===== src/rtl/tdc_pkg.sv =====
// Shared widths, event record type and fine-time decode for the multi-channel TDC.
// Delay-line, channel and coarse widths are fixed here so the record type is usable everywhere.
package tdc_pkg;

  localparam int unsigned NumStages = 32;
  localparam int unsigned NumCh     = 4;
  localparam int unsigned CoarseW   = 16;
  localparam int unsigned FineW     = $clog2(NumStages + 1);
  localparam int unsigned ChW       = $clog2(NumCh);

  typedef struct packed {
    logic [ChW-1:0]     channel;
    logic [CoarseW-1:0] coarse;
    logic [FineW-1:0]   fine;
  } tdc_event_t;

  // Counting ones rather than finding the edge tolerates bubbles in the thermometer code.
  function automatic logic [FineW-1:0] popcount(input logic [NumStages-1:0] v);
    logic [FineW-1:0] cnt;
    cnt = '0;
    for (int unsigned i = 0; i < NumStages; i++) begin
      cnt = cnt + FineW'(v[i]);
    end
    return cnt;
  endfunction

endpackage


===== src/rtl/tdc_event_fifo.sv =====
// Show-ahead FIFO of TDC event records; head entry is visible whenever valid_o is high.
module tdc_event_fifo
  import tdc_pkg::*;
#(
  parameter int unsigned Depth = 8,
  localparam int unsigned PtrW = $clog2(Depth),
  localparam int unsigned LevelW = $clog2(Depth + 1)
) (
  input  logic              clk_i,
  input  logic              rst_ni,
  input  logic              push_i,
  input  tdc_event_t        data_i,
  input  logic              pop_i,
  output logic              valid_o,
  output tdc_event_t        data_o,
  output logic              full_o,
  output logic [LevelW-1:0] level_o
);

  tdc_event_t        mem_q [Depth];
  logic [PtrW-1:0]   wptr_q, wptr_d;
  logic [PtrW-1:0]   rptr_q, rptr_d;
  logic [LevelW-1:0] level_q, level_d;
  logic              push_ok, pop_ok;

  assign valid_o = (level_q != '0);
  assign full_o  = (level_q == LevelW'(Depth));
  assign level_o = level_q;
  // Zero the head when empty so the record outputs read as 0 out of reset.
  assign data_o  = valid_o ? mem_q[rptr_q] : '0;

  assign push_ok = push_i && (!full_o || pop_i);
  assign pop_ok  = pop_i && valid_o;

  always_comb begin
    wptr_d  = push_ok ? wptr_q + PtrW'(1) : wptr_q;
    rptr_d  = pop_ok ? rptr_q + PtrW'(1) : rptr_q;
    level_d = level_q;
    case ({push_ok, pop_ok})
      2'b10:   level_d = level_q + LevelW'(1);
      2'b01:   level_d = level_q - LevelW'(1);
      default: level_d = level_q;
    endcase
  end

  always_ff @(posedge clk_i or negedge rst_ni) begin
    if (!rst_ni) begin
      wptr_q  <= '0;
      rptr_q  <= '0;
      level_q <= '0;
    end else begin
      wptr_q  <= wptr_d;
      rptr_q  <= rptr_d;
      level_q <= level_d;
    end
  end

  always_ff @(posedge clk_i) begin
    if (push_ok) begin
      mem_q[wptr_q] <= data_i;
    end
  end

endmodule


===== src/rtl/tdc_multichannel.sv =====
// Multi-channel TDC back end: capture, popcount decode, per-channel pending slots and a
// round-robin arbiter feeding a show-ahead event FIFO.
module tdc_multichannel
  import tdc_pkg::*;
#(
  parameter int unsigned FifoDepth = 8,
  localparam int unsigned LevelW = $clog2(FifoDepth + 1)
) (
  input  logic                       clk_i,
  input  logic                       rst_ni,
  input  logic                       enable_i,
  input  logic [NumCh-1:0]           ch_mask_i,
  input  logic                       drop_clear_i,
  input  logic [NumCh-1:0]           hit_i,
  input  logic [NumCh*NumStages-1:0] taps_i,
  output logic                       out_valid_o,
  input  logic                       out_ready_i,
  output logic [ChW-1:0]             out_channel_o,
  output logic [CoarseW-1:0]         out_coarse_o,
  output logic [FineW-1:0]           out_fine_o,
  output logic [NumCh-1:0]           drop_flags_o,
  output logic [LevelW-1:0]          fifo_level_o
);

  logic [CoarseW-1:0]         cnt_q, cnt_d;
  logic [NumCh-1:0]           s1_hit_q;
  logic [NumCh*NumStages-1:0] s1_taps_q;
  logic [CoarseW-1:0]         s1_cnt_q;
  logic [NumCh-1:0]           s2_hit_q;
  logic [FineW-1:0]           s2_fine_q [NumCh];
  logic [FineW-1:0]           s2_fine_d [NumCh];
  logic [CoarseW-1:0]         s2_cnt_q;
  logic [NumCh-1:0]           pend_full_q, pend_full_d;
  logic [FineW-1:0]           pend_fine_q [NumCh];
  logic [FineW-1:0]           pend_fine_d [NumCh];
  logic [CoarseW-1:0]         pend_coarse_q [NumCh];
  logic [CoarseW-1:0]         pend_coarse_d [NumCh];
  logic [NumCh-1:0]           drop_q, drop_d, drop_set;
  logic [ChW-1:0]             ptr_q, ptr_d;
  logic                       grant_vld;
  logic [ChW-1:0]             grant_idx;
  logic [NumCh-1:0]           grant_oh;
  logic                       fifo_full, fifo_pop, can_push;
  int unsigned                idx;
  tdc_event_t                 push_ev, head_ev;

  assign cnt_d = enable_i ? cnt_q + CoarseW'(1) : cnt_q;

  always_comb begin
    for (int unsigned c = 0; c < NumCh; c++) begin
      s2_fine_d[c] = popcount(s1_taps_q[c*NumStages +: NumStages]);
    end
  end

  always_ff @(posedge clk_i or negedge rst_ni) begin
    if (!rst_ni) begin
      cnt_q     <= '0;
      s1_hit_q  <= '0;
      s1_taps_q <= '0;
      s1_cnt_q  <= '0;
      s2_hit_q  <= '0;
      s2_cnt_q  <= '0;
      for (int unsigned c = 0; c < NumCh; c++) begin
        s2_fine_q[c] <= '0;
      end
    end else begin
      cnt_q     <= cnt_d;
      s1_hit_q  <= hit_i & ch_mask_i & {NumCh{enable_i}};
      s1_taps_q <= taps_i;
      s1_cnt_q  <= cnt_q;
      s2_hit_q  <= s1_hit_q;
      s2_cnt_q  <= s1_cnt_q;
      for (int unsigned c = 0; c < NumCh; c++) begin
        s2_fine_q[c] <= s2_fine_d[c];
      end
    end
  end

  // A pop in the same cycle frees a FIFO entry, so the arbiter may still grant at full.
  assign fifo_pop = out_valid_o && out_ready_i;
  assign can_push = !fifo_full || fifo_pop;

  always_comb begin
    grant_vld = 1'b0;
    grant_idx = '0;
    grant_oh  = '0;
    idx       = 0;
    if (can_push) begin
      for (int unsigned i = 0; i < NumCh; i++) begin
        idx = 32'(ptr_q) + i;
        if (idx >= NumCh) begin
          idx = idx - NumCh;
        end
        if (!grant_vld && pend_full_q[idx]) begin
          grant_vld = 1'b1;
          grant_idx = ChW'(idx);
        end
      end
    end
    if (grant_vld) begin
      grant_oh[grant_idx] = 1'b1;
    end
    ptr_d = ptr_q;
    if (grant_vld) begin
      ptr_d = (grant_idx == ChW'(NumCh - 1)) ? '0 : grant_idx + ChW'(1);
    end
  end

  always_comb begin
    pend_full_d = pend_full_q;
    drop_set    = '0;
    for (int unsigned c = 0; c < NumCh; c++) begin
      pend_fine_d[c]   = pend_fine_q[c];
      pend_coarse_d[c] = pend_coarse_q[c];
      if (s2_hit_q[c]) begin
        if (pend_full_q[c] && !grant_oh[c]) begin
          drop_set[c] = 1'b1;
        end else begin
          pend_full_d[c]   = 1'b1;
          pend_fine_d[c]   = s2_fine_q[c];
          pend_coarse_d[c] = s2_cnt_q;
        end
      end else if (grant_oh[c]) begin
        pend_full_d[c] = 1'b0;
      end
    end
    drop_d = (drop_q & ~{NumCh{drop_clear_i}}) | drop_set;
  end

  always_ff @(posedge clk_i or negedge rst_ni) begin
    if (!rst_ni) begin
      pend_full_q <= '0;
      drop_q      <= '0;
      ptr_q       <= '0;
      for (int unsigned c = 0; c < NumCh; c++) begin
        pend_fine_q[c]   <= '0;
        pend_coarse_q[c] <= '0;
      end
    end else begin
      pend_full_q <= pend_full_d;
      drop_q      <= drop_d;
      ptr_q       <= ptr_d;
      for (int unsigned c = 0; c < NumCh; c++) begin
        pend_fine_q[c]   <= pend_fine_d[c];
        pend_coarse_q[c] <= pend_coarse_d[c];
      end
    end
  end

  always_comb begin
    push_ev.channel = grant_idx;
    push_ev.coarse  = pend_coarse_q[grant_idx];
    push_ev.fine    = pend_fine_q[grant_idx];
  end

  tdc_event_fifo #(
    .Depth(FifoDepth)
  ) u_fifo (
    .clk_i  (clk_i),
    .rst_ni (rst_ni),
    .push_i (grant_vld),
    .data_i (push_ev),
    .pop_i  (fifo_pop),
    .valid_o(out_valid_o),
    .data_o (head_ev),
    .full_o (fifo_full),
    .level_o(fifo_level_o)
  );

  assign out_channel_o = head_ev.channel;
  assign out_coarse_o  = head_ev.coarse;
  assign out_fine_o    = head_ev.fine;
  assign drop_flags_o  = drop_q;

endmodule


===== config.mk =====
export PLATFORM = sky130hd
export DESIGN_NAME = tdc_multichannel
export DESIGN_NICKNAME = d
export VERILOG_FILES = /design/src/rtl/tdc_pkg.sv /design/src/rtl/tdc_event_fifo.sv /design/src/rtl/tdc_multichannel.sv
export SDC_FILE = /design/constraint.sdc
export NUM_CORES = 1
export LEC_CHECK = 0
export CORE_UTILIZATION = 35
export CTS_CLUSTER_DIAMETER = 100
export DETAILED_ROUTE_END_ITERATION = 6
export SLEW_MARGIN = 20
export SYNTH_ARGS = -nofsm -noshare
export SYNTH_HDL_FRONTEND = slang
export SYNTH_SLANG_ARGS = --single-unit
export TNS_END_PERCENT = 30

===== constraint.sdc =====
create_clock -name clk_i -period 7.8 [get_ports clk_i]
set_clock_uncertainty 0.2 [all_clocks]
set_input_delay 0.78 -clock clk_i [delete_from_list [all_inputs] [get_ports clk_i]]
set_output_delay 0.78 -clock clk_i [all_outputs]
set_load 0.1 [all_outputs]

**Word level (Yosys, flattened, before mapping)**

Memory sizes are Yosys's and may differ from the RTL's.
Index checks and enable logic that the tools add are counted.

- Register bits: 316
- Memory bits (writable): 192
- Input port bits: 141
- Word-level logic and storage cells: 291
- Memories: 1

Memory list:

| name | words | bits a word | read ports | clocked after memory_dff | write ports | line | source |
|---|---|---|---|---|---|---|---|
| u_fifo.mem_q | 8 | 24 | 1 | 0 | 1 | tdc_event_fifo.sv:20 | `tdc_event_t mem_q [Depth];` |

- $add $sub $neg: 137
- $lt $le $gt $ge: 11
- Eq/ne operators: 8
- Mux-type cells: 63
- Bitwise logic cells: 10
- Reduce and logical (&&, ||, !) cells: 34

Operators by type and width:

| kind | count |
|---|---|
| 6-bit by 1-bit adder with 6-bit output | 104 |
| 32-bit two-way mux | 8 |
| 32-bit by 3-bit less-than comparator with 1-bit output, second input constant | 4 |
| 1-bit two-way mux | 35 |
| 16-bit binary-select mux with 2-bit select | 1 |
| 16-bit two-way mux | 2 |
| 5-bit by 1-bit adder with 6-bit output | 4 |
| 24-bit two-way mux | 1 |
| 4-bit by 1-bit adder with 5-bit output | 4 |
| 16-bit by 1-bit adder with 16-bit output, second input constant | 1 |
| 3-bit by 1-bit adder with 4-bit output | 4 |
| 2-bit AND reduction | 8 |
| 2-bit by 1-bit adder with 3-bit output | 4 |
| 4-bit bitwise AND | 3 |
| 6-bit binary-select mux with 2-bit select | 1 |
| 3-bit greater-or-equal comparator, second input constant | 4 |
| 2-bit two-way mux | 6 |
| 6-bit two-way mux | 2 |
| 3-bit by 3-bit subtractor with 4-bit output, second input constant | 3 |
| 1-bit logical AND | 11 |
| 2-bit nonzero test | 5 |
| 1-bit by 1-bit adder with 2-bit output | 4 |
| 1-bit binary-select mux with 2-bit select | 4 |
| 1-bit zero test | 8 |
| 23 further kinds | 32 |

**Longest topological paths before layout**

- Depth in word-level cells: 31
- Mapped depth: 15
- Gate-level depth less buffers: 15

**Modules after synthesis**

Synthesis repeated with hierarchy kept, for this count alone.

- Cell total of the unflattened synthesis: 1,216
- Area, all modules: 20,985.1 sq um

Modules (own cells, without submodules):

| module | times used | cells an instance | area an instance (sq um) | sequential area each (sq um) |
|---|---|---|---|---|
| tdc_multichannel | 1 | 853 | 13,091.3 | 7,657.3 |
| tdc_event_fifo | 1 | 363 | 7,893.8 | 6,015.8 |

**Worst setup path after synthesis**

Ideal clock, no wire load.

- Path kind: register -> register
- Start point: register u_fifo.level_q[0] (netlist: u_fifo.level_o[0])
- End point: memory u_fifo.mem_q[2][0] (netlist bit), enable pin
- Arrival time: 4,301 ps
- Slack: 2,824 ps
- Stages on the path, launching flop included: 8
- Path buffers: 2
- Period minus slack after synthesis: 4,976 ps
- Cells stage by stage: dfrtp_1 -> or3_1 -> or2_1 -> buf_6 -> and2_4 -> buf_6 -> inv_8 -> nor4b_1

- Cells in the longest elaborated chain, start to end: 7
- Elaborated cells between the ends (all ways): 9
- Classes of those cells: eq/ne (1); mux (3); reduce/logical (5)

Ends and longest elaborated chain:

| item | line | source |
|---|---|---|
| start, declared | tdc_event_fifo.sv:23 | `logic [LevelW-1:0] level_q, level_d;` |
| start signal, assigned | tdc_event_fifo.sv:54 | `level_q <= level_d;` |
| 4-bit equality test / 4-bit nonzero test (equally long branches) | tdc_event_fifo.sv:27, tdc_event_fifo.sv:26 |  |
| 1-bit zero test / 1-bit logical AND (equally long branches) | tdc_event_fifo.sv:32, tdc_multichannel.sv:81, tdc_multichannel.sv:80 |  |
| 1-bit logical OR (*) | tdc_event_fifo.sv:32, tdc_multichannel.sv:81 |  |
| 1-bit two-way mux | tdc_multichannel.sv:88 | `if (can_push) begin` |
| 1-bit logical AND (*) | tdc_event_fifo.sv:32 | `assign push_ok = push_i && (!full_o \|\| pop_i);` |
| 1-bit two-way mux (*) | tdc_event_fifo.sv:59 | `if (push_ok) begin` |
| 1-bit two-way mux (implied by the code) (*) | tdc_event_fifo.sv:60 | `mem_q[wptr_q] <= data_i;` |
| end, declared | tdc_event_fifo.sv:20 |  |

Mark *: on every way between the ends. The rest lies on a longest branch, timed or not.

**Final worst setup path**

- Start point: register u_fifo.rptr_q[0]
- End point: output port out_coarse_o[8]

- Cells in the longest elaborated chain, start to end: 2

Ends and longest elaborated chain:

| item | line | source |
|---|---|---|
| start, declared | tdc_event_fifo.sv:22 | `logic [PtrW-1:0] rptr_q, rptr_d;` |
| start signal, assigned | tdc_event_fifo.sv:53 | `rptr_q <= rptr_d;` |
| memory read 8 x 24 bit | n/a |  |
| 24-bit two-way mux | tdc_event_fifo.sv:30 | `assign data_o = valid_o ? mem_q[rptr_q] : '0;` |
| end, declared | tdc_multichannel.sv:19 | `output logic [CoarseW-1:0] out_coarse_o,` |

No other way between the ends.

==> impl_metrics.yaml <==
clocking:
  cts_buffers: 53
  cts_tree: "done"
  numClockSinks: 508
  hold_buffers: 1
  path_clk_slew_ns: 0.06
  cts_max_path_buffers: 3
  ctsResizeCount: 0
  clkLatencyLatePin_ns: 0.61
  cts_root_buf: "clkbuf_16"
  cts-htree-levels: 2
  post_cts_buffers: 0
floorplanning:
  die_area_um2: 61040
  start_util: 0.3555
  ios: 174
  die_x_um: 247.1
  rows: 89
  core_area_um2: 59130
  die_h_um: 247.1
logic_synthesis:
  synth_seq_cells: 508
  synth_flop_cell: "dfrtp_1"
  post_synth.cell_area_avg_um2: 15.84
  synth_compound_area_frac: 0.02714
  synth_fp_nets: 1603
  synth_cells: 1327
  ys_top_cells_by_area: "dfrtp_1 38%, edfxtp_1 27%, fa_1 9.2%"
  synth_top_area_share: 0.3762
  syn_area_um2: 21020
  ys_warn_count: 0
  synth_fa_ha_area_frac: 0.1150
  synth_xor_area_frac: 0.01458
  synth_top_family_by_area: "adder cells"
  yosys.area.top_type: "dfrtp_1"
  synth_mux_area_frac: 0.1120
  ys_types: 44
  async_flop_share: 0.6220
  synth_edf_count: 192
  ys_seq_area_frac: 0.6505
  synthSimpleGateAreaFrac: 0.03524
hold_path:
  holdPathEnd: "s2_cnt_q[10]"
  hp-class: "flip-flop to flip-flop"
  worstHoldStart: "s1_cnt_q[10]"
  hold_depth: 0
cells_and_area:
  diodes: 0
  syn2layout_area_growth_pct: 21.41
  nets: 1807
  drive_gt1_frac: 0.1695
critical_path:
  cp-start-kind: "flip-flop"
  r2r_cells: 15
  path_class: "flip-flop to output pin"
  cp.required_ns: 6.82
  timing.rr.start: "s1_taps_q[32]"
  worstPathArrival_ns: 3.99
  cp_max_fo: 28
  rrSetupSlack_ns: 3.01
  timing.rr.end: "s2_fine_q[17]"
  end_kind: "output pin"
route:
  routed_wl_mm: 39.26
  num_vias: 10670
  drtIter0Drc: 496
  ant_nets: 0
  drt_first_pass_iters: 6
  wl_per_cell_um: 16.72
  drc: 12
  detail_route.vias_per_cell: 4.543
grt:
  grt_pass1_wl_mm: 64.64
  antenna_found_initial: 2
  grt_max_degree: 181
  grt_usage: 0.1366
  overflow: 0
  grt_pass1_vias: 12090
flow_run:
  cap_violations: 0
sta:
  fin_crit_ns: 4.971
  final_max_slew_viol_count: 0
  fin_crit_sh: 0.6373
  slew_headroom: 0.2730
  hold_viol_final: 0
  setup_violations: 0
  rsz0062_at_grt: "no"
  worstMarginPinSlew_ns: 1.091
  tns_ns: 0
  fmax_ghz: 0.2012
placement:
  place_congestion: 0.7280
  dpl.hpwl_mm: 25.12
  io_buffers: 173
run_status:
  violations: "design-rule violations"
  outcome: "finished, violations left"
==> how the worst max path moves through the flow <==
stage / from / end / slack, ns / cells after the start
6_report: u_fifo.rptr_q[0] / out_coarse_o[8] / 2.83 / 5
5_1_grt: u_fifo.rptr_q[0] / out_coarse_o[8] / 2.56 / 5
4_1_cts: u_fifo.rptr_q[0] / out_coarse_o[8] / 2.68 / 5
3_5_place_dp: out_ready_i / pend_coarse_q[44] / 2.97 / 11
3_3_place_gp: out_ready_i / pend_coarse_q[37] / 2.97 / 11
2_1_floorplan: u_fifo.level_o[0] / u_fifo.mem_q[2][0] / 2.82 / 7
==> worst max-delay path: stages, from the launching register on <==
cell and delay, ns:
dfrtp_2 0.87, buf_4 0.63, mux4_2 0.58, mux2i_1 0.23
nor2_1 0.07, clkdlybuf4s50_1 0.97
==> state kept, by name, indices dropped and copies added, names as in the netlist <==
register and count:
u_fifo.mem_q 192, s1_taps_q 128, pend_coarse_q 64, pend_fine_q 24, s2_fine_q 24, cnt_q 16
s1_cnt_q 16, s2_cnt_q 16, drop_flags_o 4, pend_full_q 4, s1_hit_q 4, s2_hit_q 4
u_fifo.level_o 4, u_fifo.rptr_q 3, u_fifo.wptr_q 3, ptr_q 2
==> synth_stat cells (4+ instances only) <==
cell      count
dfrtp_1     316
inv_1       194
edfxtp_1    192
nand2_1      99
fa_1         97
mux2_2       90
mux4_2       48
ha_1         38
nor2_1       35
a21oi_1      32
mux2i_1      26
xnor2_1      25
a32oi_1      18
clkbuf_1     17
buf_2        12
xor2_1       10
a21o_1        9
nor2b_1       7
and3_1        6
buf_1         6
buf_6         6
nand4_1       6
a21oi_2       4
a32oi_2       4
o21a_1        4
o22ai_1       4
==> logic make-up (layout without fill, tap and decap cells) <==
family	Yosys count	count (layout)
flip-flops	508	508
AND/OR/NAND/NOR	169	169
adder cells (fa/ha/maj)	135	135
multiplexers	164	164
buffers and inverters	237	485
AO/OA/AOI/OAI	79	79
XOR/XNOR	35	35
==> cell type report <==
| cell class | instances | area, µm² |
|---|---|---|
| inverters | 196 | 743.2 |
| repair buffers | 190 | 1879 |
| multi-input cells | 582 | 6477 |
| clock buffers | 78 | 1530 |
| well taps | 773 | 967.2 |
| flip-flops and latches | 508 | 13680 |
| clock inverters | 21 | 247.7 |
| fillers | 5268 | 33610 |
==> layer usage <==
layer  vias to the layer above  global-route usage  part of all wire
met5                         -                   0           0.00048
met4                         4             0.04285             0.019
met3                        57             0.02854             0.047
met2                       216              0.2311              0.49
met1                      5505              0.1749              0.44
li1                       4886                   -                 -
==> stage by stage <==
step / hold slack (ns) / setup WS, ns / instance area (µm²) / util / cells
2_1_floorplan: 0.1312 / 2.824 / 21020 / - / 1327
3_3_place_gp: 0.1312 / 2.970 / 23730 / 0.4014 / 2248
3_5_place_dp: 0.1347 / 2.970 / 23730 / 0.4014 / 2248
4_1_cts: 0.1269 / 2.681 / 25520 / 0.4316 / 2348
5_1_grt: 0.1484 / 2.561 / 25520 / 0.4316 / 2348
6_report: 0.1360 / 2.829 / 25520 / 0.4316 / 2348
==> layout by cell type, fill, tap and decap left out, drive strengths merged, types with 3 or more instances in the layout <==
cell             n
a21o             9
a21oi           36
a32oi           22
and3             6
buf             17
bufinv           3
clkbuf          78
clkdlybuf4s50  172
clkinv          13
clkinvlp         3
dfrtp          316
edfxtp         192
fa              97
ha              38
inv            198
mux2            90
mux2i           26
mux4            48
nand2           99
nand4            6
nor2            35
nor2b            7
o21a             4
o22ai            4
xnor2           25
xor2            10
Power is left out: the tool's default activity adds up to more than one toggle a clock period on the data nets, which glitch-free logic cannot reach.
